===== config.mk =====
export PLATFORM = sky130hd
export DESIGN_NAME = regfile_write_arbiter_flat
export DESIGN_NICKNAME = d
export VERILOG_FILES = /design/src/rtl/regfile_write_arbiter_if.sv /design/src/rtl/regfile_write_arbiter.sv /design/src/flat_wrapper.sv
export SDC_FILE = /design/constraint.sdc
export NUM_CORES = 1
export LEC_CHECK = 0
export BUFFER_PORTS_ARGS = -buffer_cell sky130_fd_sc_hd__buf_2
export CAP_MARGIN = 20
export CORE_MARGIN = 2
export CORE_UTILIZATION = 45
export CTS_BUF_LIST = sky130_fd_sc_hd__clkbuf_4 sky130_fd_sc_hd__clkbuf_8
export DETAILED_ROUTE_END_ITERATION = 8
export HOLD_SLACK_MARGIN = 0.02
export PLACE_DENSITY = 0.9
export SYNTH_ARGS = -nofsm -noshare
export SYNTH_HDL_FRONTEND = slang
export SYNTH_SLANG_ARGS = --single-unit

===== constraint.sdc =====
create_clock -name Clk -period 1.5 [get_ports Clk]
set_input_delay 0.15 -clock Clk [delete_from_list [all_inputs] [get_ports Clk]]
set_output_delay 0.15 -clock Clk [all_outputs]
set_load 0.1 [all_outputs]

===== src/rtl/regfile_write_arbiter_if.sv =====
// Write-port bundle between the WB/MD producers and the register-file arbiter.
// The master side is the producer/regfile environment, the slave side is the arbiter.
interface regfile_write_arbiter_if;
  logic        wb_valid;
  logic        wb_ready;
  logic [4:0]  wb_reg;
  logic [31:0] wb_data;
  logic        md_valid;
  logic        md_ready;
  logic [4:0]  md_reg;
  logic [31:0] md_data;
  logic        RegWrite;
  logic [4:0]  WriteRegister;
  logic [31:0] WriteData;
  logic        md_forced;

  modport master (
    output wb_valid, wb_reg, wb_data,
    output md_valid, md_reg, md_data,
    input  wb_ready, md_ready,
    input  RegWrite, WriteRegister, WriteData,
    input  md_forced
  );

  modport slave (
    input  wb_valid, wb_reg, wb_data,
    input  md_valid, md_reg, md_data,
    output wb_ready, md_ready,
    output RegWrite, WriteRegister, WriteData,
    output md_forced
  );
endinterface


===== src/rtl/regfile_write_arbiter.sv =====
// Shares the register-file write port between WB (priority) and MD
// (forced through after MAX_WAIT consecutive losses); registered write outputs.
module regfile_write_arbiter #(
  parameter int MAX_WAIT = 4,
  parameter int CNT_W    = 3
) (
  input logic                   Clk,
  input logic                   Rst_n,
  regfile_write_arbiter_if.slave bus
);

  typedef enum logic {
    NORMAL,
    FORCE
  } state_e;

  localparam logic [CNT_W-1:0] CntMax = CNT_W'(MAX_WAIT);

  state_e            state_q, state_d;
  logic [CNT_W-1:0]  cnt_q, cnt_d;
  logic              rw_q;
  logic [4:0]        wreg_q;
  logic [31:0]       wdata_q;
  logic              forced_q;

  logic              force_gnt;
  logic              wb_gnt;
  logic              md_gnt;
  logic              any_gnt;
  logic [4:0]        sel_reg;
  logic [31:0]       sel_data;

  // In FORCE without an MD request we fall back to normal priority.
  always_comb begin
    force_gnt = (state_q == FORCE) && bus.md_valid;
    wb_gnt    = Rst_n && bus.wb_valid && !force_gnt;
    md_gnt    = Rst_n && bus.md_valid && !wb_gnt;
    any_gnt   = wb_gnt || md_gnt;
    sel_reg   = wb_gnt ? bus.wb_reg : bus.md_reg;
    sel_data  = wb_gnt ? bus.wb_data : bus.md_data;
  end

  assign bus.wb_ready = wb_gnt;
  assign bus.md_ready = md_gnt;

  always_comb begin
    cnt_d   = '0;
    state_d = NORMAL;
    if (state_q == NORMAL && wb_gnt && bus.md_valid) begin
      cnt_d = (cnt_q == CntMax) ? cnt_q : cnt_q + 1'b1;
      if (cnt_d == CntMax) begin
        state_d = FORCE;
      end
    end
  end

  always_ff @(posedge Clk) begin
    if (!Rst_n) begin
      state_q  <= NORMAL;
      cnt_q    <= '0;
      rw_q     <= 1'b0;
      wreg_q   <= '0;
      wdata_q  <= '0;
      forced_q <= 1'b0;
    end else begin
      state_q  <= state_d;
      cnt_q    <= cnt_d;
      forced_q <= force_gnt;
      // $0 transfers are consumed but never reach the register file.
      rw_q     <= any_gnt && (sel_reg != 5'd0);
      if (any_gnt) begin
        wreg_q  <= sel_reg;
        wdata_q <= sel_data;
      end
    end
  end

  assign bus.RegWrite      = rw_q;
  assign bus.WriteRegister = wreg_q;
  assign bus.WriteData     = wdata_q;
  assign bus.md_forced     = forced_q;

endmodule


===== src/flat_wrapper.sv =====
// flat-port wrapper written by rule: the top's interface ports become plain ports
module regfile_write_arbiter_flat 
#(
  parameter int MAX_WAIT = 4,
  parameter int CNT_W    = 3
)
  (Clk, Rst_n, bus_wb_valid, bus_wb_reg, bus_wb_data, bus_md_valid, bus_md_reg, bus_md_data, bus_wb_ready, bus_md_ready, bus_RegWrite, bus_WriteRegister, bus_WriteData, bus_md_forced);
  regfile_write_arbiter_if bus_i ();
  input logic Clk;
  input logic Rst_n;
  input wire logic [$bits(bus_i.wb_valid)-1:0] bus_wb_valid;
  input wire logic [$bits(bus_i.wb_reg)-1:0] bus_wb_reg;
  input wire logic [$bits(bus_i.wb_data)-1:0] bus_wb_data;
  input wire logic [$bits(bus_i.md_valid)-1:0] bus_md_valid;
  input wire logic [$bits(bus_i.md_reg)-1:0] bus_md_reg;
  input wire logic [$bits(bus_i.md_data)-1:0] bus_md_data;
  output wire logic [$bits(bus_i.wb_ready)-1:0] bus_wb_ready;
  output wire logic [$bits(bus_i.md_ready)-1:0] bus_md_ready;
  output wire logic [$bits(bus_i.RegWrite)-1:0] bus_RegWrite;
  output wire logic [$bits(bus_i.WriteRegister)-1:0] bus_WriteRegister;
  output wire logic [$bits(bus_i.WriteData)-1:0] bus_WriteData;
  output wire logic [$bits(bus_i.md_forced)-1:0] bus_md_forced;
  assign bus_i.wb_valid = bus_wb_valid;
  assign bus_i.wb_reg = bus_wb_reg;
  assign bus_i.wb_data = bus_wb_data;
  assign bus_i.md_valid = bus_md_valid;
  assign bus_i.md_reg = bus_md_reg;
  assign bus_i.md_data = bus_md_data;
  assign bus_wb_ready = bus_i.wb_ready;
  assign bus_md_ready = bus_i.md_ready;
  assign bus_RegWrite = bus_i.RegWrite;
  assign bus_WriteRegister = bus_i.WriteRegister;
  assign bus_WriteData = bus_i.WriteData;
  assign bus_md_forced = bus_i.md_forced;
  regfile_write_arbiter #(.MAX_WAIT(MAX_WAIT), .CNT_W(CNT_W)) u_core (.Clk(Clk), .Rst_n(Rst_n), .bus(bus_i));
endmodule

Word-level counts from Yosys, hierarchy flattened
Index checks and enable logic that the tools add are counted.
{"block": "op_classes", "addsub": 1, "eq_ne": 2, "mux": 4, "n_bitwise": 1, "reduce_logical": 13}
{"op": "$mux 32", "count": 1}
{"op": "$logic_and 1x1->1", "count": 8}
{"op": "$eq 3x3->1 const B", "count": 2}
{"op": "$mux 5", "count": 1}
{"op": "$reduce_bool 5->1", "count": 1}
{"op": "$add 3x1->3 const B", "count": 1}
{"op": "$mux 3", "count": 1}
{"op": "$logic_not 1->1", "count": 2}
{"op": "$reduce_and 2->1", "count": 1}
{"op": "$logic_or 1x1->1", "count": 1}
{"op": "$mux 1", "count": 1}
{"op": "$not 1->1", "count": 1}
{"block": "word_totals", "ff_bits": 43, "inputBits": 78, "out_inout_bits": 41, "elab_cells": 27}

Depth between registers and ports, before layout
Gate-level depths: netlist of run 1.
{"block": "depth", "ltp_word": 7, "depth_mapped": 6, "ltp_nobuf": 5}

Worst setup path before layout of run 1
OpenSTA, ideal clock, no wires.
{"block": "synth_timing", "path_kind": "flip-flop to output port", "startpoint": "register u_core.state_q", "endpoint": "output bus_md_ready", "arrival_time_ns": 2.362, "required_time_ns": 1.350, "slack_ns": -1.012, "stages_incl_launch_ff": 4, "path_buffers": 0, "path_cell_list": "dfxtp_1 nand2_1 and3_1 nor2_1"}
{"block": "synth_via", "elab_chain_cells": 5}
{"element": "from (decl)", "line_no": "regfile_write_arbiter.sv:19", "source": "state_e state_q, state_d;"}
{"element": "from (signal assigned)", "line_no": "regfile_write_arbiter.sv:66", "source": "state_q <= state_d;"}
{"element": "$logic_and 1x1->1", "line_no": "regfile_write_arbiter.sv:35", "source": "force_gnt = (state_q == FORCE) && bus.md_valid;"}
{"element": "$logic_not 1->1", "line_no": "regfile_write_arbiter.sv:36", "source": "wb_gnt = Rst_n && bus.wb_valid && !force_gnt;"}
{"element": "$logic_and 1x1->1", "line_no": "regfile_write_arbiter.sv:36"}
{"element": "via bus_wb_ready", "line_no": "flat_wrapper.sv:17", "source": "output wire logic [$bits(bus_i.wb_ready)-1:0] bus_wb_ready;"}
{"element": "$logic_not 1->1", "line_no": "regfile_write_arbiter.sv:37", "source": "md_gnt = Rst_n && bus.md_valid && !wb_gnt;"}
{"element": "$logic_and 1x1->1", "line_no": "regfile_write_arbiter.sv:37"}
{"element": "to (decl)", "line_no": "flat_wrapper.sv:18", "source": "output wire logic [$bits(bus_i.md_ready)-1:0] bus_md_ready;"}
The timed path passes the listed nets, and every way through them passes these cells.

Worst setup path in the final report of run 1
{"block": "layout_timing", "startpoint": "register u_core.state_q", "endpoint": "output bus_md_ready"}
{"block": "layout_via", "elab_chain_cells": 5}
{"element": "$logic_and 1x1->1", "line_no": "regfile_write_arbiter.sv:35"}
{"element": "$logic_not 1->1", "line_no": "regfile_write_arbiter.sv:36"}
{"element": "$logic_and 1x1->1", "line_no": "regfile_write_arbiter.sv:36"}
{"element": "$logic_not 1->1", "line_no": "regfile_write_arbiter.sv:37"}
{"element": "$logic_and 1x1->1", "line_no": "regfile_write_arbiter.sv:37"}
No other way between the ends.

==> results.yml, run 1 <==
detailed_routing:
  drc: 0
  drt-total-wl_mm: 6.493
  route.detailed.vias_per_inst: 6.097
  drt_pre_antenna_iters: 4
  avgRoutedWirePerCell_um: 15.76
  ant_nets: 0
  route.vias.total: 2512
  drtIter0Drc: 181
timing:
  worst_slack_ns: 0.06503
  fmax_achieved_ghz: 0.6969
  layout_worst_path_cycle_share_pct: 95.66
  relSlewSlack_pct: 54.20
  finalSetupViolCount: 0
  hold_viol: 0
  setup_total_negative_slack_ns: 0
  slew_violations: 0
  max_slew.worst_pin.slew_ns: 0.6860
  rsz0062_at_grt: "false"
  clock_skew_ns: 0.005626
  fin_crit_ns: 1.435
logic_synthesis:
  yosys.cell_types.count: 28
  synth_top_area_cell: "sky130_fd_sc_hd__dfxtp_1"
  cell_area_after_synthesis_um2: 2106
  synthTopCellsByArea: "sky130_fd_sc_hd__dfxtp_1 (41%), sky130_fd_sc_hd__o2111ai_1 (15%), sky130_fd_sc_hd__nand4_1 (11%)"
  syn-mean-instance-area_um2: 8.323
  ys_seq_elements: 43
  synthDominantCellAreaShare_pct: 40.88
  ys.warnings.count: 0
  mappedNetlistNets: 333
  synth-seq-area-share_pct: 40.88
  netlist_instances: 253
power_and_ir_drop:
  power-per-cell-area_nw_per_um2: 1059
  total_leakage_power_nw: 1.342
  clkPwrFrac_pct: 24.5
  power.share.combinational_pct: 33.7
  total_switching_power_mw: 1.218
  switching_share_pct: 40.40
  peakVddDrop_v: 0.0006506
  power_frac_seq_pct: 41.8
  internal_power_mw: 1.797
global_routing:
  grt.overflow.total: 0
  gr-usage-all-layers_pct: 23.67
  first_global_vias: 2150
  grt_pass1_wl_mm: 9.984
  globalRoute.busiestLayer: "met2"
  grtUsageMet2_pct: 40.06
  grt.met3_usage_pct: 5.139
  initial_antenna_violation_count: 0
  global_route_track_usage_on_met1_pct: 30.77
  pin_count_of_the_biggest_net_entering_global_routing: 44
floorplan:
  core_area_um2: 4444
  rows: 24
  top_level_ports: 119
  effective_utilization_at_floorplan_pct: 47.38
  horizontal_die_dimension_um: 72.41
  die_area_um2: 5242
  die_height_um: 72.41
layout:
  final_net_count: 440
  diodes: 0
  utilization_pct: 64.02
  drive_above_1_share_pct: 40.28
  leading_cell_type_in_the_layout_fill_and_taps_excluded: "sky130_fd_sc_hd__buf_2"
  most-common-layout-cells: "sky130_fd_sc_hd__buf_2 (116), sky130_fd_sc_hd__dfxtp_1 (42), sky130_fd_sc_hd__nand2_1 (39)"
  area_growth_syn_to_layout_pct: 35.12
placement:
  gp_routability_congestion: 0.8558
  number_of_port_buffers: 118
  preCtsSetupSlack_ns: 0.09174
  dp_hpwl_mm: 4.603
clock_network:
  clock_slew_seen_by_the_registers_of_the_worst_setup_and_hold_paths_ns: 0.08
  cts-htree-levels: 2
  cts_tree: "done"
  clock_sinks: 43
  clk_root_buffer_cell: "sky130_fd_sc_hd__clkbuf_8"
  cts_made_buffers: 5
  worstSkewPairLatency_ns: 0.29
  clock_tree.buffer_depth: 2
setup_path:
  worst-endpoint-required_ns: 1.35
  timing.setup.critical_path_class: "register to output pin"
  cp_data_arrival_time_ns: 1.28
  element_type_at_the_critical_path_start: "register"
  critical_path.endpoint_type: "output pin"
  worst_path_maximum_fanout: 4
status:
  status: "complete, no violations"
min_path:
  hp-class: "input pin to register"
flow_run:
  max-cap-violations: 0
[state kept, by name (all words and copies together) (netlist names)]
name	cells
u_core.bus.RegWrite	1
u_core.bus.md_forced	1
u_core.bus.WriteRegister	5
u_core.state_q	1
u_core.bus.WriteData	32
u_core.cnt_q	3
[stage by stage]
stage	total power [mW]	cells	hold slack [ns]	instance area (µm²)
after floorplan	2.058	253	0.3105	2118
after detailed placement	2.300	405	0.4043	2756
after global placement	2.290	405	0.3958	2756
after CTS	3.034	412	0.09997	2844
final	3.014	412	0.1048	2845
after global routing	3.128	412	0.1102	2845
[repair_timing]
item                                    4_1_cts  5_1_grt
hold buffers                                  0        0
buffers inserted                              0        0
hold endpoints to repair                      0        0
endpoints found under the setup margin        0        1
gates resized for setup                       0        1
[cells in the mapped netlist, drive strengths merged]
library cell and count:
a311oi 1, o21ai 2, a2111oi 1, nand3 37, nor2b 1, inv 4, nand4b 1, ha 2
nor3b 2, nand4 37, buf 21, nand2 39, a211oi 1, or4 2, nand3b 1, nor3 1
and3 2, dfxtp 43, nor2 5, o2111ai 37, xnor2 1, clkbuf 12
[area by class of cell]
class,instances,area [µm²]
flip-flops and latches,43,862.1
inverters,4,15.01
multi-input cells,173,1070
repair buffers,133,745.7
well taps,52,65.06
clock buffers,6,82.58
fillers,413,1599
clock inverters,1,5.005
[kinds of logic (layout without fill, tap and decap cells)]
| logic type | Yosys count | after routing | share of synthesized area, % |
|---|---|---|---|
| adder cells (fa/ha/maj) | 2 | 2 | 1.188 |
| flip-flops | 43 | 43 | 40.88 |
| AND/OR/NAND/NOR | 128 | 128 | 31.49 |
| buffers and inverters | 37 | 144 | 8.912 |
| XOR/XNOR | 1 | 1 | 0.4160 |
| AO/OA/AOI/OAI | 42 | 42 | 17.11 |
[worst paths after layout]
check | startpoint | endpoint | slack, ns | depth (start not counted)
worst min register to register | u_core.bus.WriteData[8] | u_core.bus.WriteData[8] | 0.45 | 2
worst max-delay path | u_core.state_q | bus_md_ready | 0.07 | 4
worst min-delay path | bus_wb_data[17] | u_core.bus.WriteData[17] | 0.10 | 3
worst max register to register | u_core.cnt_q[0] | u_core.state_q | 0.14 | 5
[worst max-delay path, stage by stage, from the launching register on]
cell,delay [ns]
sky130_fd_sc_hd__dfxtp_1,0.38
sky130_fd_sc_hd__nand2_1,0.11
sky130_fd_sc_hd__and3_4,0.23
sky130_fd_sc_hd__nor2_4,0.10
sky130_fd_sc_hd__buf_12,0.18
[power groups by stage]
stage | Sequential (mW) | Combinational (mW) | Clock, mW
floorplan | 1.84 | 0.217 | 0
global placement | 1.28 | 1.01 | 0
detailed placement | 1.29 | 1.01 | 0
CTS | 1.26 | 1.01 | 0.760
global route | 1.27 | 1.06 | 0.801
finish | 1.26 | 1.02 | 0.738
[metal layers]
| metal | wire length, µm | vias to the layer above |
|---|---|---|
| li1 | - | 1187 |
| met1 | 2688 | 1161 |
| met2 | 3114 | 156 |
| met3 | 614 | 8 |
| met4 | 74 | 0 |
| met5 | 0 | - |
Power figures use the tool's default switching activity.
==> run 2: changes to the inputs <==
Settings changed: ABC_AREA set to 1, PLACE_DENSITY 0.9 to 0.92.
==> results.yml, run 2 <==
floorplan:
  horizontal_die_dimension_um: 70.43
  die_height_um: 70.43
  die_area_um2: 4960
  rows: 24
  top_level_ports: 119
  effective_utilization_at_floorplan_pct: 46.24
  core_area_um2: 4294
logic_synthesis:
  async_flop_share_pct: 0
  cell_area_after_synthesis_um2: 1986
  ys_seq_elements: 43
  synth.cells.most_frequent: "sky130_fd_sc_hd__nand2_1 (81), sky130_fd_sc_hd__dfxtp_1 (43), sky130_fd_sc_hd__inv_1 (42)"
  ys.warnings.count: 0
  yosys.cell_types.count: 21
  yosysMostFrequentCell: "sky130_fd_sc_hd__nand2_1"
  syn-mean-instance-area_um2: 7.143
  synth_top_area_cell: "sky130_fd_sc_hd__dfxtp_1"
  mappedNetlistNets: 358
  synth-seq-area-share_pct: 43.35
  netlist_instances: 278
  synthDominantCellAreaShare_pct: 43.35
  synth_ff_type: "sky130_fd_sc_hd__dfxtp_1"
  synthTopCellsByArea: "sky130_fd_sc_hd__dfxtp_1 (43%), sky130_fd_sc_hd__nand2_1 (15%), sky130_fd_sc_hd__o211ai_1 (8.7%)"
  synth-edff-count: 0
setup_path:
  slowest_delay_ns: 0.35
  critical_path.cell_chain: "nand2_2 > nand2_2 > inv_4 > nor2_4 > buf_12"
  cp_data_arrival_time_ns: 1.26
  element_type_at_the_critical_path_start: "register"
  critical_path.slowest_cell: "sky130_fd_sc_hd__dfxtp_1"
  worst_path_maximum_fanout: 17
  worst-endpoint-required_ns: 1.35
  timing.setup.critical_path_class: "register to output pin"
  critical_path.endpoint_type: "output pin"
  critical_path_buf_inv_count: 2
  crit_family: "flip-flops"
  critical-path-top-cell-by-count: "sky130_fd_sc_hd__nand2_2"
clock_network:
  worstSkewPairLatency_ns: 0.28
  cts_made_buffers: 5
  cts_setup_buffers: 0
  cts-htree-levels: 2
  clk_root_buffer_cell: "sky130_fd_sc_hd__clkbuf_8"
  cts.hold.buffers_added: 0
  cts_repair_resize_count: 1
  clock_sinks: 43
  clock_slew_seen_by_the_registers_of_the_worst_setup_and_hold_paths_ns: 0.08
  clock_tree.buffer_depth: 2
  cts_tree: "done"
status:
  status: "complete, no violations"
global_routing:
  grt.overflow.total: 0
  first_global_vias: 1916
  pin_count_of_the_biggest_net_entering_global_routing: 43
  grt_pass1_wl_mm: 8.010
  gr-usage-all-layers_pct: 19.76
  initial_antenna_violation_count: 0
placement:
  gp_routability_congestion: 0.8174
  dp_hpwl_mm: 3.780
  dpl.cell_count: 437
  postPlaceCellArea_um2: 2663
  number_of_port_buffers: 118
timing:
  clock_skew_ns: 0.008113
  relSlewSlack_pct: 66.95
  max_slew.worst_pin.slew_ns: 0.4991
  hold_viol: 0
  fin_crit_ns: 1.409
  rsz0062_at_grt: "false"
  slew_violations: 0
  finalSetupViolCount: 0
  fmax_achieved_ghz: 0.7096
  setup_total_negative_slack_ns: 0
  layout_worst_path_cycle_share_pct: 93.96
power_and_ir_drop:
  power_frac_seq_pct: 39.6
  internal_power_mw: 1.850
  power.share.combinational_pct: 39.9
  peakVddDrop_v: 0.0006315
  switching_share_pct: 43.48
  clkPwrFrac_pct: 20.5
  total_switching_power_mw: 1.423
  total_leakage_power_nw: 1.587
  post-layout-total-power_mw: 3.274
  power-per-cell-area_nw_per_um2: 1196
detailed_routing:
  drc: 0
  avgRoutedWirePerCell_um: 11.16
  ant_nets: 0
  drt_pre_antenna_iters: 4
  drtIter0Drc: 81
  route.vias.total: 2121
  route.detailed.vias_per_inst: 4.799
  drt-total-wl_mm: 4.931
layout:
  drive_above_1_share_pct: 35.13
  most-common-layout-cells: "sky130_fd_sc_hd__buf_2 (116), sky130_fd_sc_hd__nand2_1 (79), sky130_fd_sc_hd__dfxtp_1 (43)"
  nFillCells: 396
  diodes: 0
  final_net_count: 471
  max_reg_flops: 32
  final-instance-count-excl-fill: 442
  area_growth_syn_to_layout_pct: 37.81
  leading_cell_type_in_the_layout_fill_and_taps_excluded: "sky130_fd_sc_hd__buf_2"
  utilization_pct: 63.72
  stdcell_area_um2: 2736
min_path:
  hp-class: "input pin to register"
flow_run:
  max-cap-violations: 0
run 2: per-stage QoR:
step,hold slack (ns),worst slack [ns]
floorplan,0.3033,0.05562
global placement,0.4054,0.2794
detailed placement,0.4143,0.2472
CTS,0.1062,0.01641
global route,0.1174,0.009555
finish,0.1156,0.09066
run 2: final cells by class:
class                   count  area [µm²]  share of cell area [%]
multi-input cells         172       868.3                   31.73
flip-flops and latches     43       860.8                   31.46
repair buffers            125       698.2                   25.51
inverters                  44       167.7                   6.127
clock buffers               6       76.32                   2.789
well taps                  52       65.06                   2.378
run 2: cells by family after synthesis:
group	count (synthesis)	share of synthesized area (%)
fa+ha+maj	2	1.260
compound gates	54	17.52
xor+xnor	2	0.8823
simple gates	114	23.44
buf+inv	63	13.55
flops	43	43.35
run 2: per-layer routing:
layer / global-route usage [%] / share of wire [%] / vias up
met5: 0 / 0 / -
met2: 34.91 / 50 / 73
met3: 6.638 / 8.0 / 8
met4: 5.128 / 1.1 / 0
li1: - / - / 1116
met1: 22.70 / 41 / 924
run 2: worst min-delay path: stages:
cell and delay, ns:
sky130_fd_sc_hd__buf_2 0.10, sky130_fd_sc_hd__nand2_1 0.05, sky130_fd_sc_hd__a31oi_1 0.06
run 2: path summary, 6_finish.rpt:
check                           startpoint                        to  slack, ns  cells after the start
setup reg to reg            u_core.state_q  u_core.bus.WriteData[18]       0.18                      8
setup / recovery            u_core.state_q              bus_md_ready       0.09                      5
hold / removal              bus_wb_data[0]   u_core.bus.WriteData[0]       0.12                      3
hold reg to reg   u_core.bus.WriteData[17]  u_core.bus.WriteData[17]       0.50                      2
run 2: power by group through the flow:
stage | Clock [mW] | Combinational [mW] | Sequential [mW]
3_5_place_dp | 0 | 1.31 | 1.32
6_report | 0.672 | 1.31 | 1.30
4_1_cts | 0.700 | 1.31 | 1.30
3_3_place_gp | 0 | 1.30 | 1.32
2_1_floorplan | 0 | 0.290 | 2.07
5_1_grt | 0.752 | 1.38 | 1.31
